$ cat src/rtl/alu_pkg.sv
// rtl/alu_pkg.sv - shared ALU result types and flag bit positions
package alu_pkg;

    localparam int ALU_W     = 4;
    localparam int CARRY_BIT = ALU_W;
    localparam int ZERO_BIT  = ALU_W + 1;

    typedef struct packed {
        logic             zero;
        logic             carry;
        logic [ALU_W-1:0] data;
    } alu_result_t;

endpackage

$ cat src/rtl/alu_result_buffer.sv
// rtl/alu_result_buffer.sv - FIFO capturing ALU results with sticky overflow on drop
module alu_result_buffer
    import alu_pkg::*;
#(
    parameter int DEPTH = 4,
    parameter int DW    = ALU_W
) (
    input  logic                       clk,
    input  logic                       rst,
    input  logic                       in_valid,
    input  logic [DW-1:0]              in_data,
    input  logic                       in_carry,
    input  logic                       in_zero,
    output logic                       in_ready,
    output logic                       out_valid,
    input  logic                       out_ready,
    output logic [DW+1:0]              out_data,
    output logic [$clog2(DEPTH):0]     count,
    output logic                       overflow,
    input  logic                       clr_ovf
);

    localparam int AW = $clog2(DEPTH);
    localparam int CW = AW + 1;
    localparam logic [CW-1:0] FULL_CNT = CW'(DEPTH);

    // Entry layout {zero, carry, data} matches alu_result_t when DW == ALU_W.
    logic [DW+1:0] mem_q [DEPTH];

    logic [AW-1:0] wr_ptr_q, wr_ptr_d;
    logic [AW-1:0] rd_ptr_q, rd_ptr_d;
    logic [CW-1:0] count_q, count_d;
    logic          ovf_q, ovf_d;

    logic          full;
    logic          empty;
    logic          push;
    logic          pop;
    logic          drop;
    logic [DW+1:0] wr_entry;

    // Handshake, pointer, occupancy and overflow next-state logic.
    always_comb begin
        full      = (count_q == FULL_CNT);
        empty     = (count_q == '0);
        // A pop on a full FIFO frees the slot, so the ALU push still lands this cycle.
        in_ready  = !rst && (!full || out_ready);
        out_valid = !rst && !empty;
        push      = in_valid && in_ready;
        pop       = out_valid && out_ready;
        // The ALU cannot stall: anything offered while not ready is lost.
        drop      = !rst && in_valid && !in_ready;
        wr_entry  = {in_zero, in_carry, in_data};

        wr_ptr_d  = push ? wr_ptr_q + AW'(1) : wr_ptr_q;
        rd_ptr_d  = pop  ? rd_ptr_q + AW'(1) : rd_ptr_q;

        count_d   = count_q;
        case ({push, pop})
            2'b10:   count_d = count_q + CW'(1);
            2'b01:   count_d = count_q - CW'(1);
            default: count_d = count_q;
        endcase

        // Setting wins over clearing so a drop in the clear cycle is never lost.
        ovf_d = ovf_q;
        if (drop) begin
            ovf_d = 1'b1;
        end else if (clr_ovf) begin
            ovf_d = 1'b0;
        end

        out_data = out_valid ? mem_q[rd_ptr_q] : '0;
        count    = count_q;
        overflow = ovf_q;
    end

    // Control state registers with synchronous reset.
    always_ff @(posedge clk) begin
        if (rst) begin
            wr_ptr_q <= '0;
            rd_ptr_q <= '0;
            count_q  <= '0;
            ovf_q    <= 1'b0;
        end else begin
            wr_ptr_q <= wr_ptr_d;
            rd_ptr_q <= rd_ptr_d;
            count_q  <= count_d;
            ovf_q    <= ovf_d;
        end
    end

    // Storage array write; contents need no reset since out_data is gated by out_valid.
    always_ff @(posedge clk) begin
        if (push) begin
            mem_q[wr_ptr_q] <= wr_entry;
        end
    end

endmodule

$ cat config.mk
export PLATFORM = sky130hd
export DESIGN_NAME = alu_result_buffer
export DESIGN_NICKNAME = d
export VERILOG_FILES = /design/src/rtl/alu_pkg.sv /design/src/rtl/alu_result_buffer.sv
export SDC_FILE = /design/constraint.sdc
export NUM_CORES = 1
export LEC_CHECK = 0
export BUFFER_PORTS_ARGS = -buffer_cell sky130_fd_sc_hd__buf_2
export CAP_MARGIN = 20
export CELL_PAD_IN_SITES_DETAIL_PLACEMENT = 0
export CELL_PAD_IN_SITES_GLOBAL_PLACEMENT = 1
export CORE_ASPECT_RATIO = 1.4
export CORE_MARGIN = 5
export CORE_UTILIZATION = 45
export DETAILED_ROUTE_END_ITERATION = 12
export GPL_TIMING_DRIVEN = 0
export PLACE_DENSITY_LB_ADDON = 0.1
export SYNTH_ARGS = -nofsm -noshare
export SYNTH_HDL_FRONTEND = slang
export SYNTH_SLANG_ARGS = --single-unit
$ cat constraint.sdc
create_clock -name clk -period 3.2 [get_ports clk]
set_clock_uncertainty 0.05 [all_clocks]
set_input_delay 0 -clock clk [delete_from_list [all_inputs] [get_ports clk]]
set_output_delay 0 -clock clk [all_outputs]
set_load 0.02 [all_outputs]
==> impl_results.md, run 1 <==
* Clk_lat worst skew at between 0.2 and 0.3 ns
* Post-synthesis cell count at 94
* Fin crit share at 0.765
* Hold Vio Cnt, Final at 0
* Vias at 828
* Core area at 0.00309 mm^2
* CTS root buffer: clkbuf_8
* WP data required at 3.36 ns
* CP endpoint kind: flop
* Setup TNS at 0 ns
* Status: finished, final reports clean
* Worst Hold Slack at just under 0.03 ns
* Crit path arrival time at 2.61 ns
* TritonCTS clock tree: done
* Maximum VDD drop at between 0.0003 and 0.0004 V
* Syn_nets at approximately 110
* Min-delay worst type: in -> reg
* Worst slew margin at 0.723
* Initial DRC count at 10
* Cell Pwr Density at 541 mW/mm^2
* Vias in the first global route at ~860
* Dpl ws at between 0.7 and 0.8 ns
* Synth area leaders: edfxtp_1 50%, dfxtp_1 14%, mux4_2 9.4%, ha_1 4.3%, and2_1 3.0%
* Port Buffers at 22
* Post-synth top area cell: edfxtp_1
* Num ports at 23
* PostCTS Resize Cnt at 0
* H-tree levels at 2
* Worst-case clock buffer depth at 2
* Initial Util at 0.466
* Crit Path Max Fanout at 8
* Post-synth cell types at 24
* Full die area at 0.00445 mm^2
* # setup viols final at 0
* Die width at approximately 58 um
* Leak Pwr at roughly 0.66 nW
* Area of the mapped netlist at between 0.001 and 0.0015 mm^2
* CTS sink cnt at 34
* Antenna-violating nets left at 0
* Core Rows at 24
* Startpoint Class: flop
* Reg clk slew, reported paths at 0.07 ns
* Detailed Place HPWL at 1730 um
* Flops & latches, synth at 34
* Antenna violations before repair at 0
* Drt total wl at 2390 um
* Drt wl/cell at around 14 um
* Max Clk Rate at 408 MHz
* Sequential share of the synthesized area at 0.638
* Setup Crit Path Kind: reg -> reg
* DRT Pass-1 Iters at 4
* DRC Markers at 0
* Layout Cells excl Fill at 171
* Largest net degree at the start of global routing at 12
* Vias per inst at 4.84
* Synth Area per Inst at 15.3 um^2
* Tot GR Track Use at 0.127
* Unrepaired setup endpoints after global routing: false
* Grt total ovfl at 0
* Yosys Warn Count at 0
* Proportion of netlist area held by the largest area contributor at 0.500
* Least-Margin Pin Slew at between 0.4 and 0.5 ns
* Num CTS Buffers at 5
* Slew Limit Fails at 0
* Die height at ~77 um
* First-pass GRT wire length at 4080 um
* Worst setup slack after layout at 0.751 ns
* Final GP Congestion at roughly 0.65
* Fin crit period at 2.45 ns
* N_diodes at 0
* Commonest cells after routing, fill and taps aside: 24 x edfxtp_1, 23 x buf_2, 10 x dfxtp_1, 9 x nor2_1, 8 x dlygate4sd3_1
* Layout cell share with drive strength beyond 1 at 0.326
* Post-layout nets at 148
* Max-cap check violation count at 0
* Placed instance count at 155
* Most common cell after layout, fill and taps aside: edfxtp_1
* Area Overhead vs Synth at 22.5%
## repair_timing
action / CTS / global route
hold buffers: 8 / 0
endpoints found under the hold margin: 25 / 0
buffers inserted: 0 / 0
## critical path, stage by stage (launching register included)
cell and delay [ns]:
dfxtp_1 0.47, nor3_1 0.12, nor2_1 0.34, and2_1 0.19, ha_1 0.18, inv_1 0.06, fa_1 0.37, xor2_1 0.16
or3_1 0.30, a21oi_1 0.14
## area by class of cell
cell class	instances	area, um^2
Fill cell	271	1330
Sequential cell	34	921
Multi-Input combinational cell	52	490
Timing Repair Buffer	30	190
Clock buffer	5	68.8
Tap cell	39	48.8
Inverter	6	22.5
Clock inverter	3	16.3
Buffer	2	8.76
## path summary, 6_finish.rpt
path / start / to / slack, ns / cells past startpoint
setup / recovery: count[0] / count[2] / 0.75 / 9
hold / removal: rst / wr_ptr_q[0] / 0.03 / 3
setup reg to reg: count[0] / count[2] / 0.75 / 9
hold reg to reg: rd_ptr_q[1] / flop / 0.45 / 2
## sequential cells by signal, indices dropped and copies added, names as in the netlist, named ones only
| signal | flops |
|---|---|
| mem_q | 24 |
| wr_ptr_q | 2 |
| count | 3 |
| rd_ptr_q | 2 |
| overflow | 1 |
## per-stage QoR
stage               utilization  power (W)  cell area (um^2)
CTS                       0.571   0.000967              1770
floorplan                     -   0.000617              1440
detailed placement        0.518   0.000661              1600
finish                    0.571   0.000955              1770
global placement          0.518   0.000658              1600
global route              0.571    0.00101              1770
## synth_stat cells, drive strengths merged
cell type   n
clkbuf      1
nor2b       1
a21oi       4
xor2        3
or3         2
mux2        1
ha          5
and2       11
buf         1
inv         6
fa          1
nand2       1
nor3        1
nor4b       1
o31ai       1
nor3b       1
mux4        6
nor2        9
dfxtp      10
nand2b      1
o21ai       2
mux2i       1
edfxtp     24
## metal layers
layer | wire length [um] | global-route usage | vias to the layer above
met2 | 1300 | 0.213 | 23
met4 | 41 | 0.0696 | 0
met1 | 923 | 0.136 | 390
met3 | 131 | 0.0420 | 4
li1 | - | - | 411
met5 | 0 | 0 | -
## power breakdown
group | switching (W) | total (W) | internal (W) | leakage (nW)
combinational | 0.0000759 | 0.000143 | 0.0000666 | 0.321
sequential | 0.0000166 | 0.000511 | 0.000495 | 0.300
clock | 0.000152 | 0.000301 | 0.000149 | 0.0416
total | 0.000245 | 0.000955 | 0.000710 | 0.662
## logic make-up (layout without fill, tap and decap cells)
group	after synthesis	count (layout)	synth area share
AO/OA/AOI/OAI	7	7	0.0260
AND/OR/NAND/NOR	28	28	0.127
adder cells (fa/ha/maj)	6	6	0.0572
flip-flops	34	34	0.638
XOR/XNOR	3	3	0.0182
buffers and inverters	8	46	0.0217
multiplexers	8	8	0.111
Power figures use the tool's default switching activity.
==> run 2, diff against run 1 <==
--- a/config.mk
+++ b/config.mk
@@ -11,7 +11,7 @@
 export CELL_PAD_IN_SITES_GLOBAL_PLACEMENT = 1
 export CORE_ASPECT_RATIO = 1.4
 export CORE_MARGIN = 5
-export CORE_UTILIZATION = 45
+export CORE_UTILIZATION = 41
 export DETAILED_ROUTE_END_ITERATION = 12
 export GPL_TIMING_DRIVEN = 0
 export PLACE_DENSITY_LB_ADDON = 0.1
==> constraint.sdc (replaced) <==
create_clock -name clk -period 2 [get_ports clk]
set_clock_uncertainty 0.05 [all_clocks]
set_input_delay 0 -clock clk [delete_from_list [all_inputs] [get_ports clk]]
set_output_delay 0 -clock clk [all_outputs]
set_load 0.02 [all_outputs]
==> run 2 against run 1 <==
  * The flow now finishes with violations (setup timing)
  * Critical path depth unchanged
  * Combinational power up 76%
  * Maximum frequency up 17%
  * Non-clock buffer count up 5
  * Flip-flop and latch count unchanged
  * Sequential power up 61%
  * Hold slack better by 0.041 ns
  * Core utilization down 2.8 points
  * Clock power up 53%
  * Global-route usage down 0.32 points
  * Sequential share of layout area down 1.3 points
  * First-iteration DRC count up 90%
  * Critical endpoint unchanged
  * Largest power group unchanged
  * Highest routed layer unchanged
==> impl_results.md, run 2 (synthesis gave the netlist of run 1 again) <==
* Status: finished, violations left
* Failing checks: setup timing
* Leak Pwr at 0.697 nW (+5.3%)
* Worst-case clock buffer depth at 2 (unchanged)
* CTS sink cnt at 34 (unchanged)
* Full die area at 0.00482 mm^2 (+8.2%)
* Slew Limit Fails at 0 (unchanged)
* Clk_lat worst skew at 0.28 ns (about the same)
* Die height at 80.2 um (+4.1%)
* Initial DRC count at 19 (+9)
* DRC Markers at 0 (unchanged)
* Hold Vio Cnt, Final at 0 (unchanged)
* Worst slew margin at 0.706 (-0.0179)
* Initial Util at 0.427 (-0.0394)
* Least-Margin Pin Slew at 0.442 ns (+0.0269 ns)
* WP data required at 2.15 ns (-1.21 ns)
* Core Rows at 25 (+4.2%)
* Fin crit share at 1.04 (+0.279)
* Antenna violations before repair at 0 (unchanged)
* Max-cap check violation count at 0 (unchanged)
* Fillers at 309 (+14%)
* Detailed Place HPWL at 1790 um (+3.2%)
* Drt total wl at 2520 um (+5.4%)
* Port Buffers at 22 (unchanged)
* Final GP Congestion at 0.612 (-6.5%)
* DRT Pass-1 Iters at 3 (-1)
* Num ports at 23 (unchanged)
* Post-layout nets at 153 (+3.4%)
* Core area at 0.00338 mm^2 (+9.2%)
* Largest register FFs at 24 (unchanged)
* Unrepaired setup endpoints after global routing: true
* Dpl ws at -0.198 ns (-0.911 ns)
* Vias per inst at 4.94 (+2.1%)
* Grt total ovfl at 0 (unchanged)
* Cell Pwr Density at 837 mW/mm^2 (+55%)
* Fin crit period at 2.09 ns (-0.361 ns)
* # setup viols final at 1 (+1)
* Commonest cells after routing, fill and taps aside: 24 x edfxtp_1, 23 x buf_2, 8 x nor2_1, 8 x dlygate4sd3_1
* Max Clk Rate at 479 MHz (+17%)
* Setup Crit Path Kind: reg -> reg
* Area Overhead vs Synth at 27.1%
* Worst setup slack after layout at -0.0890 ns (-0.839 ns)
* CP endpoint kind: flop
* Antenna-violating nets left at 0 (unchanged)
* Worst Hold Slack at 0.0704 ns (+0.0414 ns)
* TritonCTS clock tree: done
* Largest net degree at the start of global routing at 11 (-1)
* Layout cell share with drive strength beyond 1 at 0.412 (+0.0860)
* Drt wl/cell at 14.3 um (+2.4%)
* Num CTS Buffers at 5 (unchanged)
* CTS root buffer: clkbuf_8
* Reg clk slew, reported paths at 0.06 ns (about the same)
* Min-delay worst type: in -> reg
* Vias at 870 (+5.1%)
* Maximum VDD drop at 0.000487 V (+40%)
* Vias in the first global route at 920 (+7.4%)
* Tot GR Track Use at 0.123 (-0.00319)
* Biggest register: mem_q
* Startpoint Class: flop
* H-tree levels at 2 (unchanged)
* N_diodes at 0 (unchanged)
* First-pass GRT wire length at 4310 um (+5.6%)
* Die width at 60.1 um (+3.9%)
* Crit Path Max Fanout at 4 (-4)
* Most common cell after layout, fill and taps aside: edfxtp_1
* Crit path arrival time at 2.24 ns (-0.37 ns)
run 2: path summary, 6_finish.rpt:
check / end / start / slack, ns / cells past startpoint
worst max-delay path: count[2] / count[1] / -0.09 / 9
worst min-delay path: rd_ptr_q[0] / out_ready / 0.07 / 4
worst max register to register: count[2] / count[1] / -0.09 / 9
worst min register to register: flop / rd_ptr_q[1] / 0.44 / 2
run 2: repair_timing:
action	in CTS	in global routing
pin swaps	2	1
hold endpoints to repair	25	0
hold buffers	8	0
endpoints found under the setup margin	2	2
buffers inserted	4	1
resized for setup	1	1
run 2: power breakdown:
group / internal (W) / switching, W / total [W] / leakage (nW)
clock network: 0.000233 / 0.000229 / 0.000462 / 0.0438
registers: 0.000793 / 0.0000294 / 0.000822 / 0.302
logic: 0.000123 / 0.000128 / 0.000251 / 0.351
run 2: cell type report:
| class | count | area (um^2) | share of cell area |
|---|---|---|---|
| sequential | 34 | 932 | 0.508 |
| multi-input combinational | 52 | 514 | 0.280 |
| timing repair buffer | 35 | 228 | 0.124 |
| clock buffer | 5 | 68.8 | 0.0375 |
| tap | 40 | 50.0 | 0.0273 |
| inverter | 6 | 22.5 | 0.0123 |
| clock inverter | 2 | 10.0 | 0.00546 |
| buffer | 2 | 8.76 | 0.00477 |
run 2: layer usage:
metal  routed length (um)  share of wire  vias to the layer above  global-route usage
met5                    0              0                        -                   0
met4                   39          0.015                        0              0.0532
met1                 1010           0.40                      421               0.135
met3                  131          0.052                        4              0.0386
met2                 1340           0.53                       24               0.212
li1                     -              -                      421                   -
run 2: stage by stage:
step                std cells  utilization  total power (W)  instance area [um^2]  setup TNS (ns)
floorplan                  94            -         0.000997                  1470         -0.0949
finish                    176        0.543          0.00154                  1830         -0.0890
global placement          156        0.483          0.00106                  1630          -0.251
detailed placement        156        0.483          0.00107                  1630          -0.258
global route              176        0.543          0.00163                  1830          -0.276
CTS                       175        0.539          0.00156                  1820         -0.0792
run 2: worst max-delay path: stages (launching register included):
cell     delay [ns]
dfxtp_4        0.37
nor4b_4        0.34
nor3b_4        0.07
inv_1          0.07
ha_2           0.19
inv_2          0.04
fa_2           0.32
xor2_1         0.15
or3_1          0.30
a21oi_1        0.11
